## config.mk

```make
export PLATFORM = sky130hd
export DESIGN_NAME = rc_result_fifo
export DESIGN_NICKNAME = d
export VERILOG_FILES = /design/src/rtl/rc_result_fifo.sv
export SDC_FILE = /design/constraint.sdc
export NUM_CORES = 1
export LEC_CHECK = 0
export ABC_AREA = 1
export CAP_MARGIN = 15
export CORE_UTILIZATION = 48
export CTS_CLUSTER_SIZE = 30
export DETAILED_ROUTE_END_ITERATION = 12
export GPL_TIMING_DRIVEN = 1
export PLACE_DENSITY = 0.83
export REMOVE_ABC_BUFFERS = 1
export SYNTH_ARGS = -nofsm -noshare
export SYNTH_HDL_FRONTEND = slang
export SYNTH_SLANG_ARGS = --single-unit
```

## constraint.sdc

```tcl
create_clock -name clk -period 1.95 [get_ports clk]
set_input_delay 0.195 -clock clk [delete_from_list [all_inputs] [get_ports clk]]
set_output_delay 0.195 -clock clk [all_outputs]
set_load 0.02 [all_outputs]
```

## src/rtl/rc_result_fifo.sv

```systemverilog
// Capture FIFO for the operand FSM: logs {state, rc} on every state change (FWFT, valid/ready out)
// and counts z_in cycles. Define RC_RESULT_FIFO_PARITY_EN to store an even-parity bit in out_data[6].
module rc_result_fifo #(
  parameter int DEPTH = 4,
  parameter int CW    = 8
) (
  input  logic                       clk,
  input  logic                       reset,
  input  logic                       clr,
  input  logic [3:0]                 rc_in,
  input  logic [1:0]                 state_in,
  input  logic                       z_in,
  input  logic                       out_ready,
  output logic                       out_valid,
`ifdef RC_RESULT_FIFO_PARITY_EN
  output logic [6:0]                 out_data,
`else
  output logic [5:0]                 out_data,
`endif
  output logic [$clog2(DEPTH):0]     count,
  output logic                       full,
  output logic                       empty,
  output logic                       overflow,
  output logic [CW-1:0]              z_cycles
);

  localparam int AW = $clog2(DEPTH);
  localparam logic [AW:0] DEPTH_C = (AW+1)'(DEPTH);
`ifdef RC_RESULT_FIFO_PARITY_EN
  localparam int DW = 7;
`else
  localparam int DW = 6;
`endif

  logic [DW-1:0]  mem [DEPTH];
  logic [AW-1:0]  wr_ptr;
  logic [AW-1:0]  rd_ptr;
  logic [1:0]     last_state;
  logic [DW-1:0]  entry;
  logic           push;
  logic           pop;
  logic           accept;

`ifdef RC_RESULT_FIFO_PARITY_EN
  assign entry = {^{state_in, rc_in}, state_in, rc_in};
`else
  assign entry = {state_in, rc_in};
`endif

  assign out_valid = (count != '0);
  assign full      = (count == DEPTH_C);
  assign empty     = (count == '0);
  assign out_data  = out_valid ? mem[rd_ptr] : '0;

  // clr suppresses both sides so a flush never races a transfer
  assign push   = (state_in != last_state) && !clr;
  assign pop    = out_valid && out_ready && !clr;
  assign accept = push && (!full || pop);

  always_ff @(posedge clk) begin
    if (accept) mem[wr_ptr] <= entry;
  end

  always_ff @(posedge clk or negedge reset) begin
    if (!reset) begin
      last_state <= 2'b00;
      wr_ptr     <= '0;
      rd_ptr     <= '0;
      count      <= '0;
      overflow   <= 1'b0;
      z_cycles   <= '0;
    end else begin
      last_state <= state_in;
      if (clr) begin
        wr_ptr   <= '0;
        rd_ptr   <= '0;
        count    <= '0;
        overflow <= 1'b0;
        z_cycles <= '0;
      end else begin
        if (accept) wr_ptr <= wr_ptr + AW'(1);
        if (pop)    rd_ptr <= rd_ptr + AW'(1);
        case ({accept, pop})
          2'b10:   count <= count + (AW+1)'(1);
          2'b01:   count <= count - (AW+1)'(1);
          default: count <= count;
        endcase
        if (push && !accept) overflow <= 1'b1;
        if (z_in && (z_cycles != '1)) z_cycles <= z_cycles + CW'(1);
      end
    end
  end

endmodule

```

* Yosys cells after proc, flatten, opt, wreduce, memory -nomap -nowiden
Memory sizes are Yosys's and may differ from the RTL's.
Index checks and enable logic that the tools add are counted.
** Storage, ports and cells
- Logic and storage cells :: 47
- Register bits :: 18
- Memory bits (writable) :: 24
- Output and inout port bits :: 21
- Memories :: 1
** Memories
- mem :: words 4, bits a word 6, read ports 1, clocked after Yosys merged registers in 0, wr ports 1, line 35 : logic [DW-1:0] mem [DEPTH];
** Cells by class
- Muxes and demuxes :: 13
- Add/subtract/negate cells :: 5
- Equality and inequality tests :: 5
- Reductions and logical operators :: 17
** Operators with widths (number)
- 2-to-1 mux 8 bit :: 2
- adder 8 x 1 -> 8 bit, second input constant :: 1
- 2-to-1 mux 2 bit :: 4
- != test 8 bit, second input constant :: 1
- nonzero test 2 bit :: 4
- logical AND 1 bit :: 6
- 2-to-1 mux 6 bit :: 1
- case mux 3 bit (2 select lines) :: 1
- nonzero test 3 bit :: 2
- adder 2 x 1 -> 2 bit, second input constant :: 2
- 2-to-1 mux 1 bit :: 4
- adder 3 x 1 -> 3 bit, second input constant :: 1
- equality test 3 bit, second input constant :: 1
- logical NOT 1 bit :: 3
- logical NOT 3 bit :: 1
- 2-to-1 mux 3 bit :: 1
- subtractor 3 x 1 -> 3 bit, second input constant :: 1
- equality test 2 x 1 -> 1 bit, second input constant :: 1
- equality test 2 bit, second input constant :: 1
- != test 2 bit :: 1
- logical OR 1 bit :: 1

* Logic depth before layout (Yosys ltp)
Gate-level depths: netlist of the first run.
- Depth in word-level cells :: 9
- Mapped depth :: 14
- Gate-level depth less buffers :: 14

* Worst setup path before layout of the first run
OpenSTA, ideal clock, no wires.
- Path type :: reg2reg
- From :: reg count[0]
- To :: reg count[2]
- Stages on the path, launching flop included :: 14
- Path slack :: -0.180 ns
- Path buffers :: 0
- Arrival time :: 2.013 ns
- Setup time :: 0.118 ns
- Period minus slack after synthesis :: 2.130 ns
- Cells stage by stage :: dfrtp_1 > nor2_1 > nand2_1 > nand3_2 > inv_1 > nand2_2 > inv_1 > fa_1 > xnor2_1 > o21ai_0 > nand2_1 > nor2_1 > nand2_1 > nand2_1
** On the way
- Word-level cells in the longest chain between the ends :: 8
- Elaborated cells between the ends (all ways) :: 14
- Those cells by class :: add/sub (2); eq/ne (3); mux (2); reduce/logical (7)
** RTL lines
- from (decl) :: line 20 : output logic [$clog2(DEPTH):0] count,
- from (signal assigned) :: line 84 : 2'b10: count <= count + (AW+1)'(1);
- from (signal assigned) :: line 85 : 2'b01: count <= count - (AW+1)'(1);
- from (signal assigned) :: line 86 : default: count <= count;
- nonzero test 3 bit (*) :: line 50 : assign out_valid = (count != '0);
- net out_valid :: line 14 : output logic out_valid,
- logical AND 1 bit (*) (2 in series) :: line 57 : assign pop = out_valid && out_ready && !clr;
- logical OR 1 bit :: line 58 : assign accept = push && (!full || pop);
- logical AND 1 bit :: line 58
- equality test 2 x 1 -> 1 bit / equality test 2 bit (equally long branches) :: line 83 : case ({accept, pop})
- case mux 3 bit (2 select lines) :: line 83
- 2-to-1 mux 3 bit :: line 74 : if (clr) begin
Mark *: on every way through the listed nets, which the timed path passes. The rest lies on a longest branch.
A chain may end at the register's enable or synchronous reset.

* Final worst setup path of the first run
- From :: reg rd_ptr[0]
- To :: out out_data[2]
** On the way
- Word-level cells in the longest chain between the ends :: 2
** RTL lines
- from (decl) :: line 37 : logic [AW-1:0] rd_ptr;
- from (signal assigned) :: line 82 : if (pop) rd_ptr <= rd_ptr + AW'(1);
- memory (4 x 6 bit)
- 2-to-1 mux 6 bit :: line 53 : assign out_data = out_valid ? mem[rd_ptr] : '0;
- to (decl) :: line 18 : output logic [5:0] out_data,
No other way between the ends.

==> metrics.md, run 1 <==
| Metric | Value |
|---|---|
| Clock Root Buffer | `sky130_fd_sc_hd__clkbuf_8` |
| Post-Route WL | `3960 µm` |
| Via-per-instance ratio | `4.93` |
| Number of DRC violations after detailed routing | `0` |
| Global-route total usage across every layer | `19.9%` |
| Worst Path Class, Setup | `reg2out` |
| Transition time at the pin with the least slew margin | `0.287 ns` |
| Synthesized netlist cell count | `between 200 and 250` |
| Fillers | `roughly 310` |
| Footprint of the multi-input gates | `744 µm²` |
| Starting density of the core | `50.2%` |
| Number of buffers created by CTS | `5` |
| Cell type group with the largest total delay on the critical path | `buffers and inverters` |
| Worst Slack Setup Final | `between 0.1 and 0.15 ns` |
| Area leader, netlist | `sky130_fd_sc_hd__edfxtp_1` |
| # H-tree levels | `2` |
| Arrival time at the worst endpoint | `1.62 ns` |
| Netlist area before placement | `2020 µm²` |
| Master of the slowest instance on the critical path | `sky130_fd_sc_hd__dfrtp_2` |
| Power share of the combinational group | `40.9%` |
| Portion of the post-synthesis area used by sequential elements | `57.9%` |
| Post-placement setup slack | `-0.226 ns` |
| Clock period minus final worst setup slack | `1.82 ns` |
| Pins Over Slew Limit | `0` |
| Power density relative to cell area | `about 1100 nW/µm²` |
| Antenna violation net count after detailed routing | `0` |
| Maximum number of pins on one net before global-route repair | `19` |
| Highest fanout seen on the critical path | `9` |
| Share of power burned in the clock network | `19.4%` |
| Maximum single-stage delay on the critical path | `0.48 ns` |
| Area fraction of the dominant cell type after synthesis | `between 30 and 40%` |
| CTS hold repair buffers | `0` |
| Worst path required time | `about 1.8 ns` |
| Number of synthesized register bits | `42` |
| Max cap viols | `0` |
| Count of antenna diodes in the layout | `0` |
| Area of the die | `~4500 µm²` |
| Yosys warnings | `0` |
| CTS tree | `built` |
| Clock skew | `0.00534 ns` |
| Number of antenna violations at the first check in global routing | `0` |
| Final Cell Area | `2660 µm²` |
| Share of cells above drive strength 1 | `20.0%` |
| Setup crit start kind | `register` |
| Total buffers and inverters traversed by the critical path | `3` |
| Number of vias in the routed layout | `about 1600` |
| Total iterations of the first detailed-routing run | `4` |
| Top cell types by occurrence after synthesis | `sky130_fd_sc_hd__nor2_1 (36), sky130_fd_sc_hd__nand2_1 (33), sky130_fd_sc_hd__edfxtp_1 (24)` |
| Nets | `281` |
| Sequential cell area in the final layout | `1170 µm²` |
| Total congestion overflow | `0` |
| Placeable Area | `4030 µm²` |
| Clk_lat worst skew | `0.29 ns` |
| Number of buffers between clock root and the deepest sink | `2` |
| Share of total power in sequential cells | `39.8%` |
| P_sw | `1.03 mW` |
| Critical path cell sequence | `inv_1 > buf_4 > o21ai_0 > a21oi_1 > dlygate4sd2_1` |
| Initial DRC Count | `108` |
| Vias in the first global route | `1387` |
| Ports | `32` |
| Final sum of negative setup slack | `0 ns` |
| Placement row count | `23` |
| Fin. Hold Viols | `0` |
| Cell types occupying the most area after synthesis | `sky130_fd_sc_hd__edfxtp_1 (36%), sky130_fd_sc_hd__dfrtp_1 (22%), sky130_fd_sc_hd__nor2_1 (6.7%)` |
| Die Width | `66.9 µm` |
| Avg WL per Cell | `12.6 µm` |
| Dominant synthesized flop cell | `sky130_fd_sc_hd__edfxtp_1` |
| Height of the chip | `about 67 µm` |
| Final setup viols | `0` |
| HP Class | `in2reg` |
| Post-place instance area | `between 2000 and 3000 µm²` |
| Share of synthesized registers carrying an async set or reset | `about 43%` |
| Number of synthesized flops with an enable pin | `24` |
| RSZ-0062 raised after global routing | `no` |
| Total of buffers placed on input and output ports | `31` |
| Status | `complete, no violations` |
| Layout Area Growth over Synthesis | `31.4%` |
| Timing-limited maximum frequency | `550 MHz` |
| Switching fraction of total power | `35.6%` |
| Share of the clock period used by the worst path | `between 90 and 100%` |
| Highest ir drop seen on vdd | `0.000460 V` |
| Clk slew on worst S/H paths | `0.07 ns` |
| Clock Sinks | `42` |
| Internal power | `roughly 1.9 mW` |
| Max-slew headroom at the worst pin | `about four fifths` |
| HPWL after DPL | `between 2000 and 3000 µm` |
| Leakage | `approximately 1.2 nW` |
| Mean cell area of the mapped netlist | `between 9 and 10 µm²` |
| Global-route wire length before repair | `about 6400 µm` |
| Most repeated cell in the gate-level netlist after synthesis | `sky130_fd_sc_hd__nor2_1` |
| Distinct cells, synth | `29` |
| Routability congestion estimate from global placement | `0.858` |
| Endpoint kind of the worst setup timing path | `output port` |
power groups by stage:
| stage | combinational (mW) | clock (mW) | sequential (mW) |
|---|---|---|---|
| 2_1_floorplan | 0.552 | 0 | 1.21 |
| 3_3_place_gp | 1.15 | 0 | 1.16 |
| 3_5_place_dp | 1.19 | 0 | 1.16 |
| 4_1_cts | 1.14 | 0.568 | 1.14 |
| 5_1_grt | 1.30 | 0.609 | 1.16 |
| 6_report | 1.18 | 0.559 | 1.15 |
layout by cell type, fill, tap and decap left out, types with 3 or more instances in the layout:
master,netlist,routed
sky130_fd_sc_hd__inv_1,21,20
sky130_fd_sc_hd__nand2_1,33,32
sky130_fd_sc_hd__edfxtp_1,24,24
sky130_fd_sc_hd__inv_2,3,4
sky130_fd_sc_hd__nand2_2,3,4
sky130_fd_sc_hd__nand3_2,3,3
sky130_fd_sc_hd__nand3_1,7,7
sky130_fd_sc_hd__o21ai_1,2,3
sky130_fd_sc_hd__dfrtp_1,18,17
sky130_fd_sc_hd__nand4_1,4,4
sky130_fd_sc_hd__dlygate4sd2_1,0,7
sky130_fd_sc_hd__nor2_1,36,35
sky130_fd_sc_hd__xnor2_1,5,4
sky130_fd_sc_hd__a21oi_1,9,9
sky130_fd_sc_hd__clkbuf_8,0,6
sky130_fd_sc_hd__ha_1,5,5
sky130_fd_sc_hd__buf_4,0,24
sky130_fd_sc_hd__clkdlybuf4s50_1,0,22
sky130_fd_sc_hd__o21ai_0,15,14
sky130_fd_sc_hd__o31ai_1,4,4
registers in the layout, summed over array words and instances (netlist names):
signal and cells:
last_state 2, mem 24, z_cycles 8, wr_ptr 2
count 3, overflow 1, rd_ptr 2
repair_timing:
action                     CTS  global route
buffers inserted             0             1
gates resized for setup     10             6
cloned                       0             0
setup endpoints to repair    8             2
pin swaps                    1             2
cells by family (layout without fill, tap and decap cells):
group | Yosys count | after routing | share of synthesized area (%)
buf+inv | 29 | 88 | 6.00
simple gates | 90 | 90 | 20.3
fa+ha+maj | 6 | 6 | 4.08
xor+xnor | 6 | 6 | 2.60
flops | 42 | 42 | 57.9
compound gates | 33 | 33 | 9.10
final timing paths:
check,from,endpoint,slack (ns),cells past startpoint
setup / recovery,rd_ptr[0],out_data[2],0.13,5
hold / removal,state_in[0],last_state[0],0.11,1
setup reg to reg,count[0],count[2],0.19,12
hold reg to reg,overflow,overflow,0.53,2
max in group asynchronous,reset,rd_ptr[0],1.52,2
min in group asynchronous,reset,count[0],0.22,2
stage by stage:
stage,util (%),total power [mW],instances,hold slack [ns]
final,66.0,2.88,315,0.108
after global routing,66.0,3.07,315,0.115
after CTS,65.3,2.85,314,0.230
after detailed placement,63.1,2.35,306,0.517
after global placement,63.1,2.31,306,0.498
after floorplan,-,1.76,202,-0.101
per-layer routing:
layer | routed length [µm] | vias to the layer above | GRT usage (%) | part of all wire (%)
li1 | - | 794 | - | -
met1 | 1710 | 706 | 25.4 | 43
met2 | 1960 | 42 | 31.8 | 50
met3 | 193 | 10 | 3.60 | 4.9
met4 | 87 | 0 | 10.6 | 2.2
met5 | 0 | - | 0 | 0
worst reg2reg max path: stages, from the launching register on:
cell and delay [ns]:
sky130_fd_sc_hd__dfrtp_1 0.39, sky130_fd_sc_hd__nor2_2 0.14, sky130_fd_sc_hd__nand2_2 0.08, sky130_fd_sc_hd__nand3_2 0.07, sky130_fd_sc_hd__inv_1 0.05, sky130_fd_sc_hd__nand2_2 0.07, sky130_fd_sc_hd__inv_1 0.06, sky130_fd_sc_hd__fa_2 0.35
sky130_fd_sc_hd__xnor2_2 0.15, sky130_fd_sc_hd__nor2_1 0.13, sky130_fd_sc_hd__nor2_1 0.06, sky130_fd_sc_hd__nand2_1 0.05, sky130_fd_sc_hd__nand2_1 0.05
cell type report:
| type | count | share of cell area, % |
|---|---|---|
| Clock buffer | 6 | 3.11 |
| Clock inverter | 2 | 0.471 |
| Inverter | 25 | 3.63 |
| Multi-Input combinational cell | 135 | 28.0 |
| Sequential cell | 42 | 44.1 |
| Tap cell | 50 | 2.35 |
| Timing Repair Buffer | 55 | 18.3 |
Power figures use the tool's default switching activity.
==> run 2: changes to the inputs <==
- REMOVE_ABC_BUFFERS: 1 -> default
==> run 2 against run 1 <==
Utilization down 0.56 points. Die area is the same. Clock-buffer cell count unchanged. Worst hold slack improved by 0.016 ns. Fmax shrank 2.1%. Global-route usage increased by 0.63 points. Critical path depth unchanged. Register-to-register slack got worse by 0.08 ns. Highest routed layer unchanged.
==> metrics.md, run 2 (synthesis results as in run 1) <==
| Metric | Value |
|---|---|
| Beginning of the critical path | `rd_ptr[0]` |
| Power share of the combinational group | `40.9%` |
| # H-tree levels | `2` |
| Clk slew on worst S/H paths | `0.08 ns` |
| Internal power | `around 1.8 mW` |
| Worst-case reg-to-reg path depth | `13` |
| Total iterations of the first detailed-routing run | `4` |
| HP Class | `in2reg` |
| Endpoint kind of the worst setup timing path | `output port` |
| Power density relative to cell area | `1080 nW/µm²` |
| Most frequent standard cell in the layout excluding fill and tap cells | `sky130_fd_sc_hd__nor2_1` |
| Final sum of negative setup slack | `0 ns` |
| Depth of the critical timing path with buffers and inverters included | `5` |
| Number of vias in the routed layout | `1570` |
| CTS tree | `built` |
| Clock period minus final worst setup slack | `1.86 ns` |
| Clock Sinks | `42` |
| Max cap viols | `0` |
| Leakage | `1.17 nW` |
| Maximum single-stage delay on the critical path | `0.48 ns` |
| Number of flip-flops in the largest register | `24` |
| Number of buffers created by CTS | `5` |
| Share of the clock period used by the worst path | `between 90% and 100%` |
| Power Total | `2.83 mW` |
| P_sw | `1.03 mW` |
| Global-route wire length before repair | `6600 µm` |
| Antenna violation net count after detailed routing | `0` |
| Worst Path Class, Setup | `reg2out` |
| Fillers | `about 320` |
| Total buffers and inverters traversed by the critical path | `3` |
| Maximum number of pins on one net before global-route repair | `19` |
| Area of the die | `about 4500 µm²` |
| Clk_lat worst skew | `0.29 ns` |
| Setup crit start kind | `register` |
| Master of the slowest instance on the critical path | `sky130_fd_sc_hd__dfrtp_2` |
| Highest ir drop seen on vdd | `approximately 0.00057 V` |
| CTS hold repair buffers | `0` |
| Vias in the first global route | `approximately 1500` |
| Share of power burned in the clock network | `18.1%` |
| Starting density of the core | `50.2%` |
| Total congestion overflow | `0` |
| Finished Core Util | `around two thirds` |
| Clock skew | `0.0104 ns` |
| Placeable Area | `4030 µm²` |
| Startpoint of the lowest-slack register-to-register path | `count[1]` |
| Clock Root Buffer | `sky130_fd_sc_hd__clkbuf_8` |
| Nets | `278` |
| Share of total power in sequential cells | `roughly two fifths` |
| Highest fanout seen on the critical path | `8` |
| Global-route total usage across every layer | `20.5%` |
| Switching fraction of total power | `36.5%` |
| Pins Over Slew Limit | `0` |
| Most frequent cells in the layout | `sky130_fd_sc_hd__nor2_1 (34), sky130_fd_sc_hd__nand2_1 (32), sky130_fd_sc_hd__edfxtp_1 (24)` |
| Hold Slack | `0.124 ns` |
| Initial DRC Count | `158` |
| Final Cell Area | `2640 µm²` |
| Status | `complete, no violations` |
| RSZ-0062 raised after global routing | `yes` |
| Worst Slack Setup Final | `0.0921 ns` |
| Timing-limited maximum frequency | `538 MHz` |
| Arrival time at the worst endpoint | `1.66 ns` |
| Avg WL per Cell | `13.1 µm` |
| HPWL after DPL | `~2900 µm` |
| Largest regs | `mem: 24 flops, z_cycles: 8 flops, count: 3 flops` |
| Endpoint of the most critical setup path | `out_data[4]` |
| Mapped Nets | `~220` |
| Max-slew headroom at the worst pin | `81.2%` |
| Number of DRC violations after detailed routing | `0` |
| Total of buffers placed on input and output ports | `31` |
| Height of the chip | `66.9 µm` |
| Number of buffers between clock root and the deepest sink | `2` |
| Fin. Hold Viols | `0` |
| Internal reg-to-reg setup slack | `around 0.11 ns` |
| Worst reg2reg path endpoint | `count[2]` |
| Number of placed instances, taps included | `301` |
| Ports | `32` |
| Largest register by flop count | `mem` |
| Post-place instance area | `2520 µm²` |
| Finished Layout Cells | `312` |
| Post-placement setup slack | `-0.263 ns` |
| Layout Area Growth over Synthesis | `30.3%` |
| Share of cells above drive strength 1 | `19.5%` |
| Die Width | `approximately 67 µm` |
| Number of antenna violations at the first check in global routing | `0` |
| Placement row count | `23` |
| Cell type group with the largest total delay on the critical path | `buffers and inverters` |
| Final setup viols | `0` |
| Routability congestion estimate from global placement | `roughly 0.85` |
| Worst path required time | `1.75 ns` |
| Transition time at the pin with the least slew margin | `0.282 ns` |
| Critical path cell sequence | `inv_1 > buf_4 > o21ai_0 > a21oi_1 > dlygate4sd2_1` |
| Via-per-instance ratio | `5.03` |
| Post-Route WL | `4090 µm` |
| Count of antenna diodes in the layout | `0` |
## run 2: worst min-delay path by stage
stage / from / end / slack [ns] / cells after the start
after CTS: reset / z_cycles[6] / 0.24 / 2
after global routing: state_in[1] / last_state[1] / 0.12 / 1
after global placement: overflow / overflow / 0.50 / 2
after detailed placement: overflow / overflow / 0.51 / 2
after floorplan: reset / count[0] / -0.10 / 0
final: state_in[1] / last_state[1] / 0.12 / 1
## run 2: power groups by stage
stage | Combinational (mW) | Clock (mW) | Sequential [mW]
CTS | 1.10 | 0.526 | 1.17
global route | 1.27 | 0.561 | 1.18
floorplan | 0.603 | 0 | 1.21
finish | 1.16 | 0.513 | 1.16
detailed placement | 1.16 | 0 | 1.19
global placement | 1.12 | 0 | 1.19
## run 2: area by class of cell
cell class              count  area [µm²]  share of cell area (%)
clock buffers               6        72.6                    2.75
clock inverters             2        8.76                   0.332
inverters                  25        96.3                    3.66
multi-input cells         135         757                    28.7
flip-flops and latches     42        1170                    44.6
well taps                  50        62.6                    2.37
repair buffers             52         463                    17.6
## run 2: worst register-to-register path, cell delays in order, from the launching register on
cell and delay (ns):
sky130_fd_sc_hd__dfrtp_2 0.44, sky130_fd_sc_hd__nor2_4 0.14, sky130_fd_sc_hd__nand2_4 0.08, sky130_fd_sc_hd__nand3_2 0.07, sky130_fd_sc_hd__inv_1 0.05, sky130_fd_sc_hd__nand2_2 0.07
sky130_fd_sc_hd__inv_1 0.06, sky130_fd_sc_hd__fa_2 0.36, sky130_fd_sc_hd__xnor2_2 0.16, sky130_fd_sc_hd__o21ai_0 0.11, sky130_fd_sc_hd__nand2_1 0.08, sky130_fd_sc_hd__nor2_2 0.04
sky130_fd_sc_hd__nand2_1 0.05, sky130_fd_sc_hd__nand2_1 0.04
## run 2: what timing repair did
item	in CTS	in global routing
gates cloned	0	0
pin swaps	0	1
setup endpoints to repair	7	3
buffers inserted	0	3
gates resized for setup	8	8
## run 2: layer usage
metal  vias up  routed length (µm)  part of all wire [%]  global-route usage, %
met2        26                2160                    53                   36.4
li1        789                   -                     -                      -
met4         0                  44                   1.1                   7.18
met1       751                1780                    44                   24.4
met3         4                  96                   2.4                   4.11
met5         -                   0                     0                      0
